File: src/rtl/pc_sequencer.sv
// Registered program-counter sequencer: relative branches/jumps, absolute jumps, CALL/RET via a circular RAS.
// Optional macro PC_SEQ_BRANCH_STATS_EN adds a 16-bit saturating count of taken redirects on taken_count.
module pc_sequencer #(
  parameter int unsigned       ADDR_W    = 16,
  parameter int unsigned       RAS_DEPTH = 8,
  parameter logic [ADDR_W-1:0] RESET_PC  = '0,
  localparam int unsigned      PTR_W     = $clog2(RAS_DEPTH),
  localparam int unsigned      CNT_W     = PTR_W + 1
) (
  input  logic              clk,
  input  logic              rst_n,
  input  logic              instr_valid,
  input  logic              stall,
  input  logic [15:0]       opcode,
  input  logic              n,
  input  logic              z,
  input  logic              p,
  input  logic [ADDR_W-1:0] imm,
  output logic [ADDR_W-1:0] pc,
  output logic [ADDR_W-1:0] pc_plus1,
  output logic              taken,
  output logic [CNT_W-1:0]  ras_count,
  output logic              ras_ovf,
  output logic              ras_unf,
  output logic [15:0]       taken_count
);

  localparam logic [3:0] OP_BR   = 4'hC;
  localparam logic [3:0] OP_JMP  = 4'hD;
  localparam logic [3:0] OP_JMPA = 4'hE;
  localparam logic [3:0] OP_STK  = 4'hF;

  logic [ADDR_W-1:0] ras [RAS_DEPTH];
  logic [PTR_W-1:0]  top;
  logic              accept;
  logic [3:0]        op;
  logic [ADDR_W-1:0] off;
  logic [ADDR_W-1:0] rel_target;
  logic [ADDR_W-1:0] next_pc;
  logic              next_taken;
  logic              cond;
  logic              full;
  logic              push;
  logic              pop;
  logic              unf_set;

  // State register: PC, taken pulse, RAS pointer/count and sticky flags
  always_ff @(posedge clk) begin
    if (!rst_n) begin
      pc        <= RESET_PC;
      taken     <= 1'b0;
      top       <= '0;
      ras_count <= '0;
      ras_ovf   <= 1'b0;
      ras_unf   <= 1'b0;
    end else if (accept) begin
      pc    <= next_pc;
      taken <= next_taken;
      if (push) begin
        top <= top + PTR_W'(1);
        if (full) ras_ovf <= 1'b1;
        else      ras_count <= ras_count + CNT_W'(1);
      end else if (pop) begin
        top       <= top - PTR_W'(1);
        ras_count <= ras_count - CNT_W'(1);
      end
      if (unf_set) ras_unf <= 1'b1;
    end else begin
      taken <= 1'b0;
    end
  end

  // RAS storage has no reset; a push when full overwrites the oldest slot
  always_ff @(posedge clk) begin
    if (rst_n && accept && push) ras[top] <= pc_plus1;
  end

  // Next-PC and RAS action selection
  always_comb begin
    next_pc    = pc_plus1;
    next_taken = 1'b0;
    push       = 1'b0;
    pop        = 1'b0;
    unf_set    = 1'b0;
    op         = opcode[15:12];
    off        = {{(ADDR_W-8){opcode[7]}}, opcode[7:0]};
    rel_target = opcode[8] ? (pc + off) : (pc - off);
    cond       = (opcode[11] & n) | (opcode[10] & z) | (opcode[9] & p);
    full       = (ras_count == CNT_W'(RAS_DEPTH));
    case (op)
      OP_BR: begin
        if (cond) begin
          next_pc    = rel_target;
          next_taken = 1'b1;
        end
      end
      OP_JMP: begin
        next_pc    = rel_target;
        next_taken = 1'b1;
      end
      OP_JMPA: begin
        next_pc    = imm;
        next_taken = 1'b1;
      end
      OP_STK: begin
        if (!opcode[11]) begin
          push       = 1'b1;
          next_pc    = imm;
          next_taken = 1'b1;
        end else if (ras_count != '0) begin
          pop        = 1'b1;
          next_pc    = ras[top - PTR_W'(1)];
          next_taken = 1'b1;
        end else begin
          unf_set = 1'b1;
        end
      end
      default: ;
    endcase
  end

  // Combinational outputs
  always_comb begin
    accept   = instr_valid & ~stall;
    pc_plus1 = pc + ADDR_W'(1);
  end

`ifdef PC_SEQ_BRANCH_STATS_EN
  // Counts on the same edge that raises taken, saturating at all-ones
  always_ff @(posedge clk) begin
    if (!rst_n) begin
      taken_count <= 16'h0000;
    end else if (accept && next_taken && (taken_count != 16'hFFFF)) begin
      taken_count <= taken_count + 16'd1;
    end
  end
`else
  assign taken_count = 16'h0000;
`endif

endmodule

File: config.mk
export PLATFORM = sky130hd
export DESIGN_NAME = pc_sequencer
export DESIGN_NICKNAME = d
export VERILOG_FILES = /design/src/rtl/pc_sequencer.sv
export SDC_FILE = /design/constraint.sdc
export NUM_CORES = 1
export LEC_CHECK = 0
export CORE_UTILIZATION = 30
export CTS_CLUSTER_DIAMETER = 120
export DETAILED_ROUTE_END_ITERATION = 8
export GPL_ROUTABILITY_DRIVEN = 0
export GPL_TIMING_DRIVEN = 0
export PLACE_DENSITY = 0.49
export SLEW_MARGIN = 20
export SYNTH_ARGS = -nofsm -noshare
export SYNTH_HDL_FRONTEND = slang
export SYNTH_SLANG_ARGS = --single-unit
File: constraint.sdc
create_clock -name clk -period 4.7 [get_ports clk]
set_input_delay 0.47 -clock clk [delete_from_list [all_inputs] [get_ports clk]]
set_output_delay 0.47 -clock clk [all_outputs]
set_load 0.1 [all_outputs]
==> results of run 1 <==
area by class of cell:
type	count	share of cell area [%]
Buffer	43	2.53
Clock buffer	18	4.29
Clock inverter	14	1.66
Inverter	17	0.638
Multi-Input combinational cell	440	34.6
Sequential cell	154	43.6
Tap cell	335	4.19
Timing Repair Buffer	87	8.43
cell families after synthesis:
kind of cell	after synthesis	share of synthesized area, %
mux	44	10.7
compound gates	147	12.7
buf+inv	60	3.93
simple gates	173	10.5
fa+ha+maj	25	4.07
flops	154	54.2
other cells	1	0.0466
xor+xnor	35	3.81
power by group through the flow:
stage                     Clock, W  Sequential [W]  Combinational, W
after floorplan                  0         0.00158          0.000299
after global placement           0         0.00153          0.000478
after detailed placement         0         0.00153          0.000484
after global routing       0.00147         0.00150          0.000518
final                      0.00140         0.00150          0.000489
after CTS                  0.00142         0.00150          0.000487
metrics by stage:
step	utilization [%]	instances	setup TNS (ns)
after floorplan	-	654	0
final	38.2	1108	0
after detailed placement	35.9	1076	0
after global placement	35.4	1063	-63.91
after CTS	38.2	1108	0
after global routing	38.2	1108	0
critical path, cell delays in order (launching register included):
cell and delay, ns:
dfxtp_1 0.58, nand3_1 0.47, nor4_1 0.43, xor2_1 0.80, clkdlybuf4s50_1 1.30
Yosys cell counts (6+ instances only):
| cell | n |
|---|---|
| xor2_1 | 19 |
| buf_4 | 19 |
| nand3_1 | 9 |
| a221oi_1 | 7 |
| xnor2_1 | 16 |
| inv_1 | 17 |
| ha_1 | 23 |
| nor2_1 | 42 |
| mux4_2 | 27 |
| nor4_1 | 6 |
| a31oi_1 | 10 |
| dfxtp_1 | 26 |
| a21oi_1 | 33 |
| o221ai_1 | 11 |
| and2_1 | 7 |
| nand2_1 | 56 |
| o21ai_0 | 23 |
| buf_2 | 10 |
| clkbuf_1 | 13 |
| o22ai_1 | 9 |
| a21o_1 | 6 |
| mux2i_1 | 8 |
| edfxtp_1 | 128 |
| nor3_1 | 17 |
worst max path at each step:
stage | startpoint | endpoint | slack, ns | cells after the start
final | pc[0] | pc_plus1[13] | 0.23 | 4
after global routing | pc[0] | pc_plus1[15] | 0.02 | 4
after CTS | pc[0] | pc_plus1[15] | 0.19 | 4
after detailed placement | pc[0] | pc_plus1[15] | 0.68 | 4
after global placement | opcode[12] | ras[6][13] | -1.21 | 5
after floorplan | pc[1] | pc[6] | 0.39 | 7
flip-flops by register name, indices dropped and copies added, names as in the netlist:
signal / count
pc: 16
ras: 128
ras_count: 4
ras_ovf: 1
ras_unf: 1
taken: 1
top: 3
per-layer routing:
metal	global-route usage, %	vias to the layer above	routed length [µm]
li1	-	2708	-
met1	22.0	2887	10300
met2	29.7	204	11500
met3	2.88	36	1000
met4	6.54	0	654
met5	0	-	0
==> flow_metrics.py, run 1 <==
metrics = {
    "timing": {
        "finalCriticalPeriod_ns": 4.47,
        "setup_viol": 0,
        "max_freq_mhz": 224,
        "rsz0062_at_grt": "false",
        "finalClockSkew_ns": 0.00909,
        "slew_violations": 0,
        "worst_slew_margin_rel_pct": 23.1,
        "worst_slew_pin_slew_ns": 1.15,
        "hold_viol_final": 0,
        "fin_ws_ns": 0.229,
        "period_share_pct": 95.1,
        "fin_hold_ws_ns": 0.478,
    },
    "routing": {
        "vias": 5835,
        "antenna_left": 0,
        "finalWirelength_mm": 23.5,
        "drt-pass1-iter-count": 7,
        "routedWlPerCell_um": 21.2,
        "drt_iter0_drc": 516,
        "drc": 10,
        "via_per_inst": 5.27,
    },
    "synthesis": {
        "synth_cell_types": 68,
        "synth_top_cell_area_share_pct": 47.8,
        "yosys_most_used_dff": "edfxtp_1",
        "synth_edf_count": 128,
        "syn-cell-area_um2": 8050,
        "ys_ff_latch": 154,
        "netlist_instances": 639,
        "synthTopCellsByArea": "edfxtp_1 (48%), mux4_2 (7.6%), dfxtp_1 (6.5%)",
        "ys.warnings.count": 0,
        "ys_async_sr_fraction_pct": 0,
        "seq_area_frac_synth_pct": 54.2,
        "synth_area_per_cell_um2": 12.6,
        "synth_top_area_cell": "edfxtp_1",
    },
    "critical_path": {
        "r2r-end": "pc[13]",
        "crit_path_end_kind": "output port",
        "rrSetupSlack_ns": 0.96,
        "critPathLaunchType": "flip-flop",
        "path_class": "flip-flop to output port",
        "ff2ff_path_depth": 12,
        "worstPathArrival_ns": 4.00,
        "cp.required_ns": 4.23,
        "critPathMaxFanout": 10,
        "regToRegStartpoint": "top[0]",
    },
    "power": {
        "p_leak_nw": 3.51,
        "clockPowerShare_pct": 41.4,
        "peakVddDrop_mv": 0.211,
        "seqPwrFrac_pct": 44.2,
        "p_per_area_nw_per_um2": 339,
        "swShare_pct": 27.2,
        "comb_power_share_pct": 14.4,
        "total_power_w": 0.00339,
        "p_sw_w": 0.000922,
        "power.internal_w": 0.00247,
    },
    "cells_and_area": {
        "n_antenna_cell": 0,
        "multiInputGateArea_um2": 3460,
        "fill_cells": 2501,
        "drive_gt1_share_pct": 15.7,
        "layout_commonest_cell": "edfxtp_1",
        "layout_common_cells": "edfxtp_1 (128), clkdlybuf4s50_1 (74), nand2_1 (56)",
        "design_area_um2": 10000,
        "fin_nets": 824,
        "area_growth_pct": 24.3,
        "ff_latch_area_um2": 4360,
    },
    "clock_network": {
        "cts_root_buffer": "clkbuf_16",
        "clkTransAtPathRegs_ns": 0.07,
        "cts_buffer_depth": 2,
        "cts_setup_buffers": 0,
        "h-tree-depth": 4,
        "numCtsBuffers": 17,
        "numClockSinks": 154,
        "cts_tree": "yes",
        "cts_resized": 0,
        "cts_hold_buf": 0,
        "insertion_delay_ns": 0.42,
    },
    "die": {
        "io_pins": 94,
        "rows": 59,
        "die_area_um2": 27500,
        "die_w_um": 166,
        "coreArea_um2": 26200,
        "die_h_um": 166,
        "initial_core_util_pct": 30.7,
    },
    "placed_design": {
        "dp_hpwl_mm": 17.7,
        "dp_slack_ns": 0.676,
        "io_buffers": 74,
        "place_area_um2": 9410,
    },
    "global_routing": {
        "grt_pass1_wl_mm": 35.9,
        "grt_pass1_vias": 5816,
        "grt_usage_pct": 17.3,
        "antenna_found_initial": 0,
        "grt-ovfl-total": 0,
        "grt_max_degree": 17,
    },
    "outcome": {
        "status": "finished with violations",
        "violations": "design-rule violations",
    },
    "hold_path": {
        "holdPathStages": 3,
        "worstHoldStart": "opcode[13]",
        "holdPathEnd": "pc[1]",
        "hold_path.class": "primary input to flip-flop",
    },
    "flow_run": {
        "maxCapViolCount": 0,
    },
}
Power figures use the tool's default switching activity.
==> run 2, diff against run 1 <==
--- a/config.mk
+++ b/config.mk
@@ -5,6 +5,7 @@
 export SDC_FILE = /design/constraint.sdc
 export NUM_CORES = 1
 export LEC_CHECK = 0
+export ABC_AREA = 1
 export CORE_UTILIZATION = 30
 export CTS_CLUSTER_DIAMETER = 120
 export DETAILED_ROUTE_END_ITERATION = 8
==> run 2 against run 1 <==
Compared with the run above: the run now ends clean; sequential power about the same; final area increased by 7.9%; clock skew increased by 0.0025 ns; cell count increased by 38%; flip-flop and latch count unchanged; routed wire length increased by 17%; total power increased by 5.2%; critical path type unchanged; largest cell class unchanged; largest power group unchanged.
==> flow_metrics.py, run 2 <==
metrics = {
    "outcome": {
        "status": "complete, no violations",
    },
    "synthesis": {
        "synth_cell_types": 44,
        "yosysMostFrequentCell": "nand2_1",
        "synth_common_cells": "nand2_1 (259), edfxtp_1 (128), nand3_1 (104), inv_1 (93), nor2_1 (93)",
        "synth_area_per_cell_um2": 8.52,
        "syn-cell-area_um2": 8670,
        "ys.warnings.count": 0,
        "synth_top_area_cell": "edfxtp_1",
        "synthTopCellsByArea": "edfxtp_1 (44%), nand2_1 (11%), dfxtp_1 (6.0%)",
        "seq_area_frac_synth_pct": 50.3,
        "ys_async_sr_fraction_pct": 0,
        "ys_ff_latch": 154,
        "netlist_instances": 1017,
        "synth_edf_count": 128,
        "yosys_most_used_dff": "edfxtp_1",
        "synth_top_cell_area_share_pct": 44.3,
    },
    "cells_and_area": {
        "reg.largest.list": "ras x128, pc x16, ras_count x4",
        "fin_cells": 1534,
        "layout_commonest_cell": "nand2_1",
        "layout_common_cells": "nand2_1 (259), edfxtp_1 (128), nand3_1 (104)",
        "fin_nets": 1208,
        "drive_gt1_share_pct": 12.1,
        "multiInputGateArea_um2": 3690,
        "fill_cells": 2921,
        "area_growth_pct": 24.5,
        "design_area_um2": 10800,
        "n_antenna_cell": 0,
        "ff_latch_area_um2": 4360,
        "largest_reg_flops": 128,
        "fin_util_pct": 38.4,
        "top_register": "ras",
    },
    "critical_path": {
        "slowest_stage": "clkdlybuf4s50_1",
        "crit_chain": "ha_1, nand2_1, nor2_1, nand3_1, nand2_1, nand2_1, inv_1, clkdlybuf4s50_1",
        "startpoint": "pc[1]",
        "regToRegStartpoint": "top[0]",
        "worstPathArrival_ns": 3.55,
        "cp.required_ns": 4.23,
        "critPathLaunchType": "flip-flop",
        "slowest_delay_ns": 1.20,
        "path_class": "flip-flop to output port",
        "critPathMaxFanout": 9,
        "ff2ff_path_depth": 14,
        "crit_path_end_kind": "output port",
        "cpMostUsedCell": "nand2_1",
    },
    "clock_network": {
        "cts_setup_buffers": 0,
        "cts_root_buffer": "clkbuf_16",
        "cts_resized": 0,
        "clkTransAtPathRegs_ns": 0.07,
        "numClockSinks": 154,
        "h-tree-depth": 4,
        "cts_buffer_depth": 2,
        "numCtsBuffers": 17,
        "cts_tree": "yes",
        "insertion_delay_ns": 0.43,
        "cts_hold_buf": 0,
    },
    "routing": {
        "drc": 0,
        "finalWirelength_mm": 27.5,
        "drt-pass1-iter-count": 6,
        "vias": 7298,
        "drt_iter0_drc": 438,
        "via_per_inst": 4.76,
        "routedWlPerCell_um": 17.9,
        "antenna_left": 0,
    },
    "timing": {
        "slew_violations": 0,
        "max_freq_mhz": 248,
        "rsz0062_at_grt": "false",
        "finalClockSkew_ns": 0.0116,
        "setup_viol": 0,
        "worst_slew_pin_slew_ns": 1.02,
        "worst_slew_margin_rel_pct": 31.8,
        "period_share_pct": 85.6,
        "hold_viol_final": 0,
        "finalCriticalPeriod_ns": 4.02,
    },
    "global_routing": {
        "antenna_found_initial": 0,
        "grt_max_degree": 17,
        "grt_pass1_wl_mm": 42.2,
        "grt-ovfl-total": 0,
        "grt_usage_pct": 19.4,
        "grt_pass1_vias": 7115,
    },
    "placed_design": {
        "io_buffers": 77,
        "place_area_um2": 10200,
        "dp_hpwl_mm": 20.9,
        "dpl.cell_count": 1503,
    },
    "die": {
        "io_pins": 94,
        "die_area_um2": 29600,
        "coreArea_um2": 28100,
        "die_w_um": 172,
        "initial_core_util_pct": 30.9,
        "rows": 61,
        "die_h_um": 172,
    },
    "hold_path": {
        "holdPathStages": 2,
        "worstHoldStart": "ras_count[2]",
        "hold_path.class": "flip-flop to flip-flop",
    },
    "power": {
        "p_leak_nw": 4.46,
        "total_power_w": 0.00357,
        "p_per_area_nw_per_um2": 331,
        "peakVddDrop_mv": 0.233,
    },
    "flow_run": {
        "maxCapViolCount": 0,
    },
}
[run 2: area by class of cell]
cell class	instances	share of cell area [%]
flip-flops and latches	154	40.4
plain buffers	53	3.15
inverters	99	3.44
well taps	378	4.38
clock inverters	12	1.82
multi-input cells	726	34.2
clock buffers	19	4.01
repair buffers	93	8.57
[run 2: metal layers]
layer  GRT usage, %  up-vias  share of wire, %
met5              0        -                 0
met4           6.46        0               2.3
met3           2.72       35               3.9
met2           32.9      189                48
met1           25.3     3426                46
li1               -     3648                 -
[run 2: worst paths after layout]
path	to	slack (ns)
max reg2reg	pc[6]	1.79
min reg2reg	ras_count[2]	0.50
min	ras_count[2]	0.50
max	pc_plus1[12]	0.68
[run 2: kinds of logic after synthesis]
group | after synthesis | share of synthesized area, %
fa+ha+maj | 25 | 3.78
compound gates | 157 | 10.3
simple gates | 511 | 25.5
buf+inv | 152 | 8.21
other cells | 1 | 0.0433
flops | 154 | 50.3
xor+xnor | 17 | 1.80
[run 2: report_power, final]
| group | internal (W) | leakage (nW) | total (W) | switching (W) |
|---|---|---|---|---|
| clock network | 0.000939 | 0.301 | 0.00150 | 0.000557 |
| logic | 0.000155 | 2.75 | 0.000565 | 0.000409 |
| registers | 0.00149 | 1.40 | 0.00151 | 0.0000195 |
[run 2: worst max-delay path: cells and delay by family, from the launching register on]
family | cells | cell delay, ns
buf+inv | 2 | 1.48
simple gates | 5 | 0.88
flops | 1 | 0.52
fa+ha+maj | 1 | 0.23
[run 2: through the flow]
| step | hold WS (ns) | TNS [ns] | worst slack, ns |
|---|---|---|---|
| 3_5_place_dp | 0.492 | 0 | 1.16 |
| 5_1_grt | 0.542 | 0 | 0.501 |
| 2_1_floorplan | 0.582 | 0 | 0.917 |
| 3_3_place_gp | 0.480 | -17.44 | -0.295 |
| 4_1_cts | 0.502 | 0 | 0.693 |
| 6_report | 0.498 | 0 | 0.675 |
